`src/rtl/prog_loader_if.sv`:
```
// Stream, memory-port and CPU-control bundle between a word source and prog_loader.
// The loader takes the slave side; whatever feeds the stream takes the master side.
interface prog_loader_if;
  logic        in_valid;
  logic [31:0] in_data;
  logic        in_ready;
  logic        halt;
  logic [63:0] addr_ext;
  logic        wen_ext;
  logic [31:0] wdata_ext;
  logic [63:0] addr_ext_2;
  logic        wen_ext_2;
  logic [63:0] wdata_ext_2;
  logic        cpu_enable;
  logic        busy;
  logic        error;

  modport master (
    output in_valid, in_data, halt,
    input  in_ready, addr_ext, wen_ext, wdata_ext,
           addr_ext_2, wen_ext_2, wdata_ext_2, cpu_enable, busy, error
  );

  modport slave (
    input  in_valid, in_data, halt,
    output in_ready, addr_ext, wen_ext, wdata_ext,
           addr_ext_2, wen_ext_2, wdata_ext_2, cpu_enable, busy, error
  );
endinterface

```
`src/rtl/prog_loader.sv`:
```
// Boot-time loader: decodes a 32-bit header/payload stream into instruction and
// data memory writes, then owns the CPU enable from START until halt.
module prog_loader #(
  parameter int CNT_W  = 16,
  parameter int BASE_W = 14
) (
  input  logic         clk,
  input  logic         rst,
  prog_loader_if.slave bus
);

  localparam int SUM_W = ((BASE_W > CNT_W) ? BASE_W : CNT_W) + 1;

  typedef enum logic [2:0] {
    S_HDR,
    S_IMEM,
    S_DLO,
    S_DHI,
    S_RUN,
    S_ERR
  } state_t;

  state_t r_state;
  state_t w_next;

  logic [CNT_W-1:0]  r_idx;
  logic [CNT_W-1:0]  r_count;
  logic [BASE_W-1:0] r_base;
  logic [31:0]       r_low;
  logic [63:0]       r_addr;
  logic              r_wen;
  logic [31:0]       r_wdata;
  logic [63:0]       r_addr_2;
  logic              r_wen_2;
  logic [63:0]       r_wdata_2;

  logic              w_ready;
  logic              w_acc;
  logic              w_last;
  logic [1:0]        w_cmd;
  logic [CNT_W-1:0]  w_hdr_count;
  logic [SUM_W-1:0]  w_sum;

  assign w_ready     = (r_state == S_HDR) || (r_state == S_IMEM) ||
                       (r_state == S_DLO) || (r_state == S_DHI);
  assign w_acc       = bus.in_valid && w_ready;
  assign w_last      = (r_idx == (r_count - CNT_W'(1)));
  assign w_cmd       = bus.in_data[31:30];
  assign w_hdr_count = CNT_W'(bus.in_data[15:0]);
  // Widened by one bit so base + idx never wraps before the byte shift.
  assign w_sum       = SUM_W'(r_base) + SUM_W'(r_idx);

  // NOTE: reset is sampled on the clock edge here, so it sits inside the
  // clocked block rather than in the sensitivity list.
  always_ff @(posedge clk) begin
    if (rst) r_state <= S_HDR;
    else     r_state <= w_next;
  end

  // NOTE: w_next is defaulted before the case so every path assigns it and
  // no latch is inferred.
  always_comb begin
    w_next = r_state;
    case (r_state)
      S_HDR: begin
        if (w_acc) begin
          case (w_cmd)
            2'b00:   w_next = (w_hdr_count != '0) ? S_IMEM : S_HDR;
            2'b01:   w_next = (w_hdr_count != '0) ? S_DLO  : S_HDR;
            2'b10:   w_next = S_RUN;
            default: w_next = S_ERR;
          endcase
        end
      end
      S_IMEM:  if (w_acc && w_last) w_next = S_HDR;
      S_DLO:   if (w_acc) w_next = S_DHI;
      S_DHI:   if (w_acc) w_next = w_last ? S_HDR : S_DLO;
      S_RUN:   if (bus.halt) w_next = S_HDR;
      S_ERR:   w_next = S_ERR;
      default: w_next = S_HDR;
    endcase
  end

  always_ff @(posedge clk) begin
    if (rst) begin
      r_idx     <= '0;
      r_count   <= '0;
      r_base    <= '0;
      r_low     <= '0;
      r_addr    <= '0;
      r_wen     <= 1'b0;
      r_wdata   <= '0;
      r_addr_2  <= '0;
      r_wen_2   <= 1'b0;
      r_wdata_2 <= '0;
    end else begin
      r_wen   <= 1'b0;
      r_wen_2 <= 1'b0;
      if (w_acc) begin
        case (r_state)
          S_HDR: begin
            r_base  <= BASE_W'(bus.in_data[29:16]);
            r_count <= w_hdr_count;
            r_idx   <= '0;
          end
          S_IMEM: begin
            r_wen   <= 1'b1;
            r_addr  <= 64'(w_sum) << 2;
            r_wdata <= bus.in_data;
            r_idx   <= r_idx + CNT_W'(1);
          end
          S_DLO: r_low <= bus.in_data;
          S_DHI: begin
            r_wen_2   <= 1'b1;
            r_addr_2  <= 64'(w_sum) << 3;
            r_wdata_2 <= {bus.in_data, r_low};
            r_idx     <= r_idx + CNT_W'(1);
          end
          default: ;
        endcase
      end
    end
  end

  assign bus.in_ready    = w_ready;
  assign bus.busy        = (r_state == S_IMEM) || (r_state == S_DLO) || (r_state == S_DHI);
  assign bus.cpu_enable  = (r_state == S_RUN);
  assign bus.error       = (r_state == S_ERR);
  assign bus.addr_ext    = r_addr;
  assign bus.wen_ext     = r_wen;
  assign bus.wdata_ext   = r_wdata;
  assign bus.addr_ext_2  = r_addr_2;
  assign bus.wen_ext_2   = r_wen_2;
  assign bus.wdata_ext_2 = r_wdata_2;

endmodule

```
`src/flat_wrapper.sv`:
```
// flat-port wrapper written by rule: the top's interface ports become plain ports
module prog_loader_flat 
#(
  parameter int CNT_W  = 16,
  parameter int BASE_W = 14
)
  (clk, rst, bus_in_valid, bus_in_data, bus_halt, bus_in_ready, bus_addr_ext, bus_wen_ext, bus_wdata_ext, bus_addr_ext_2, bus_wen_ext_2, bus_wdata_ext_2, bus_cpu_enable, bus_busy, bus_error);
  prog_loader_if bus_i ();
  input  logic clk;
  input  logic rst;
  input wire logic [$bits(bus_i.in_valid)-1:0] bus_in_valid;
  input wire logic [$bits(bus_i.in_data)-1:0] bus_in_data;
  input wire logic [$bits(bus_i.halt)-1:0] bus_halt;
  output wire logic [$bits(bus_i.in_ready)-1:0] bus_in_ready;
  output wire logic [$bits(bus_i.addr_ext)-1:0] bus_addr_ext;
  output wire logic [$bits(bus_i.wen_ext)-1:0] bus_wen_ext;
  output wire logic [$bits(bus_i.wdata_ext)-1:0] bus_wdata_ext;
  output wire logic [$bits(bus_i.addr_ext_2)-1:0] bus_addr_ext_2;
  output wire logic [$bits(bus_i.wen_ext_2)-1:0] bus_wen_ext_2;
  output wire logic [$bits(bus_i.wdata_ext_2)-1:0] bus_wdata_ext_2;
  output wire logic [$bits(bus_i.cpu_enable)-1:0] bus_cpu_enable;
  output wire logic [$bits(bus_i.busy)-1:0] bus_busy;
  output wire logic [$bits(bus_i.error)-1:0] bus_error;
  assign bus_i.in_valid = bus_in_valid;
  assign bus_i.in_data = bus_in_data;
  assign bus_i.halt = bus_halt;
  assign bus_in_ready = bus_i.in_ready;
  assign bus_addr_ext = bus_i.addr_ext;
  assign bus_wen_ext = bus_i.wen_ext;
  assign bus_wdata_ext = bus_i.wdata_ext;
  assign bus_addr_ext_2 = bus_i.addr_ext_2;
  assign bus_wen_ext_2 = bus_i.wen_ext_2;
  assign bus_wdata_ext_2 = bus_i.wdata_ext_2;
  assign bus_cpu_enable = bus_i.cpu_enable;
  assign bus_busy = bus_i.busy;
  assign bus_error = bus_i.error;
  prog_loader #(.CNT_W(CNT_W), .BASE_W(BASE_W)) u_core (.clk(clk), .rst(rst), .bus(bus_i));
endmodule
```
`config.mk`:
```
export PLATFORM = sky130hd
export DESIGN_NAME = prog_loader_flat
export DESIGN_NICKNAME = d
export VERILOG_FILES = /design/src/rtl/prog_loader_if.sv /design/src/rtl/prog_loader.sv /design/src/flat_wrapper.sv
export SDC_FILE = /design/constraint.sdc
export NUM_CORES = 1
export LEC_CHECK = 0
export ABC_AREA = 1
export CAP_MARGIN = 25
export CORE_ASPECT_RATIO = 0.5
export CORE_UTILIZATION = 44
export CTS_CLUSTER_DIAMETER = 120
export DETAILED_ROUTE_END_ITERATION = 7
export PLACE_DENSITY = 0.85
export REMOVE_ABC_BUFFERS = 1
export SETUP_SLACK_MARGIN = 0.15
export SYNTH_ARGS = -nofsm -noshare
export SYNTH_HDL_FRONTEND = slang
export SYNTH_SLANG_ARGS = --single-unit
```
`constraint.sdc`:
```
create_clock -name clk -period 2 [get_ports clk]
set_input_delay 0.4 -clock clk [delete_from_list [all_inputs] [get_ports clk]]
set_output_delay 0.4 -clock clk [all_outputs]
set_load 0.01 [all_outputs]
```
==> flow_summary.yaml <==
outcome:
  status: "finished clean"
power_and_ir_drop:
  p_per_area_nw_per_um2: 1080
  peakVddDrop_mv: 0.461
  power.leakage_uw: 0.00630
cts:
  cts_hold_buf: 0
  cts_tree: "built"
  clk_pin_slew_ns: 0.07
  cts_max_level: 1
  clk_path_buf_depth: 3
  numClockSinks: 213
  cts_made_buffers: 20
  worstSkewPairLatency_ns: 0.51
  clockRootBuffer: "clkbuf_16"
routing:
  firstDrtPassIters: 6
  vias: 9540
  wl_met1_um: 12200
  drt-vias-per-instance: 5.10
  drc: 0
  final_antenna_net_count: 0
  routedWlPerCell_um: 15.0
  wl_met2_um: 13200
  highest_layer: "met4"
  drtIter0Drc: 890
  routed-wl-met3_um: 1980
  wl_um: 28100
synthesis:
  synth.distinct_cells: 46
  synth_area_leader_cell: "dfxtp_1"
  ys_ff_latch: 213
  synth_edf_count: 0
  async_flop_share_pct: 0
  synth_flop_cell: "dfxtp_1"
  yosys-top-cells-area: "dfxtp_1, nor2_1, o21ai_0"
  syn_area_per_cell_um2: 7.41
  syn_area_um2: 9870
  yosysTopAreaCellShare_pct: 43.2
  yosysWarnings: 0
  ys_seq_area_share_pct: 43.2
  syn_inst: 1331
timing:
  post-route-min-period_ns: 1.99
  finalCritPeriodShare_pct: 99.6
  fin_ws_ns: 0.00730
  setup_viol_count_final: 0
  slew_violations: 0
  finalHoldViolCount: 0
  rsz0062_at_grt: "yes"
  fin_skew_ns: 0.0183
  holdWs_ns: 0.484
  fmax_mhz: 502
grt:
  antenna_found_initial: 0
  grt_usage_pct: 22.5
  grt_pass1_vias: 8464
  grt_max_degree: 91
  grt_pass1_wl_um: 42000
  grt_overflow_total: 0
setup_path:
  cp_cell_sequence: "buf_6, inv_1, fa_2, o21ai_4, a21oi_4, or2_4, nand2_4, nand3_2, nand2_1, o211ai_1, inv_1"
  cp_common_cell: "inv_1"
  r2r_cells: 11
  endpoint_kind: "register"
  max_stage_delay_ns: 0.39
  worst-setup-path-type: "register to register"
  cp.required_ns: 2.46
  crit_path_start_kind: "register"
  r2r-start: "u_core.r_idx[1]$_SDFFE_PP0P_"
  arrival_ns: 2.45
  path_max_fanout: 3
  path_delay_family: "simple AND/OR/NAND/NOR gates"
  r2r_end: "u_core.bus.addr_ext[18]$_SDFFE_PP0P_"
  rrSetupSlack_ns: 0.007
  cp.buffers_inverters: 3
  slowest_stage: "fa_2"
hold_path:
  hold_path.class: "register to register"
  holdPathStages: 2
  min_from: "u_core.r_low[30]$_SDFFE_PP0P_"
  holdPathEnd: "u_core.bus.wdata_ext_2[30]$_SDFFE_PP0P_"
finish:
  drive_gt1_share_pct: 17.5
  final_core_util_pct: 61.7
  nets: 1613
  n_antenna_cell: 0
  area_growth_pct: 36.4
placement:
  io_buffers: 171
  routabilityCongestion: 0.908
  pre_cts_ws_ns: -0.187
  dp_hpwl_um: 18200
floorplan:
  io_pins: 266
  die_h_um: 108
  start_util_pct: 45.2
  dieArea_um2: 23100
  dieWidth_um: 214
  num_rows: 38
  core_area_um2: 21800
flow_run:
  max_cap_violations: 0
==> report_power, final <==
group / total, uW / switching (uW) / internal, uW
combinational: 5150 / 2970 / 2180
clock: 3890 / 1670 / 2210
sequential: 5530 / 534 / 5000
total: 14600 / 5180 / 9390
==> per-layer routing <==
layer | up-vias | track usage (%)
met3 | 76 | 4.40
met4 | 0 | 6.33
met1 | 4436 | 30.1
met2 | 447 | 36.9
li1 | 4581 | -
met5 | - | 0
==> cell type report <==
class / count / area, um2
flip-flops and latches: 213 / 4300
repair buffers: 264 / 2610
multi-input cells: 932 / 5040
fillers: 1726 / 8360
inverters: 125 / 478
clock buffers: 31 / 603
well taps: 300 / 375
clock inverters: 5 / 55.1
==> kinds of logic (layout without fill, tap and decap cells) <==
logic type / after synthesis / after routing / share of synthesized area, %
other: 1 / 94 / 0.0380
and+or+nand+nor: 481 / 481 / 21.0
adders and majority gates: 21 / 21 / 2.74
AOI/OAI and AO/OA: 318 / 318 / 17.0
DFF: 213 / 213 / 43.2
xor gates and xnor gates: 18 / 18 / 1.60
buffers and inverters: 279 / 425 / 14.5
==> layout by cell type (no fill, tap or decap), drive strengths merged, types with 2 or more instances in the layout <==
master	n
nand3b	4
a21o	3
nand4	9
o21ai	198
clkinv	3
a21oi	91
or2	5
a31oi	2
dlygate4sd2	2
clkbuf	32
clkdlybuf4s50	150
buf	93
o211ai	17
dfxtp	213
nor2	287
nor4	3
ha	20
xor2	11
clkinvlp	3
nand2	112
nor3	11
nand3	47
conb	94
inv	123
nor3b	2
dlymetal6s2s	17
xnor2	7
==> through the flow <==
step                total power (uW)  setup TNS, ns  cell area [um2]  std cells
floorplan                       8130        -269.36             9260       1270
global placement                9930          -1.50            12000       1813
detailed placement             10100          -3.46            12000       1813
CTS                            14100              0            12900       1854
global route                   15500         -0.609            13500       1870
finish                         14600              0            13500       1870
==> sequential cells by signal, summed over array words and instances, names as in the netlist <==
name / count
u_core.bus.wen_ext_2: 1
u_core.bus.wen_ext: 1
u_core.bus.wdata_ext: 32
u_core.r_state: 3
u_core.r_count: 16
u_core.bus.addr_ext: 17
u_core.r_low: 32
u_core.bus.addr_ext_2: 17
u_core.r_idx: 16
u_core.bus.wdata_ext_2: 64
u_core.r_base: 14
==> cell usage after synthesis, types with 2 or more instances <==
master and n:
buf_4 96, nor2_2 8, ha_1 20, dfxtp_1 213, o211ai_1 17, nor3_1 9, nand4_1 9, nand2_1 105
nor3_2 2, nand3b_1 4, a21oi_1 91, buf_2 15, nor2_1 273, nand2_2 7, inv_1 117, o21ai_2 3
a31oi_1 2, or2_2 4, inv_2 6, nand3_1 46, nor2_4 5, a21o_1 3, clkinv_1 2, nor4_1 2
xor2_1 11, o21ai_0 194, clkbuf_1 42, xnor2_1 7
==> worst max-delay path by stage <==
stage | from | to | slack (ns) | cells after the start
detailed placement | bus_in_valid | u_core.r_idx[12]$_SDFFE_PP0P_ | -0.19 | 14
global placement | bus_in_valid | u_core.r_idx[12]$_SDFFE_PP0P_ | -0.10 | 14
CTS | u_core.r_state[0]$_SDFFE_PP0P_ | bus_error | 0.03 | 5
finish | u_core.r_idx[1]$_SDFFE_PP0P_ | u_core.bus.addr_ext[18]$_SDFFE_PP0P_ | 0.007 | 11
global route | u_core.r_count[1]$_SDFFE_PP0P_ | u_core.r_state[1]$_SDFFE_PP0P_ | -0.11 | 16
floorplan | u_core.r_state[2]$_SDFFE_PP0P_ | u_core.bus.addr_ext_2[10]$_SDFFE_PP0P_ | -2.10 | 6
==> repair_timing <==
item                       4_1_cts  5_1_grt
setup endpoints to repair       27       52
cloned                           0        0
resized for setup               58      117
setup buffers                    5       16
pin swaps                       18       52
==> tightest hold or removal path, stage by stage (launching register included) <==
cell     delay (ns)
dfxtp_1        0.33
nor2_1         0.05
nor2_1         0.08
Power figures use the tool's default switching activity.
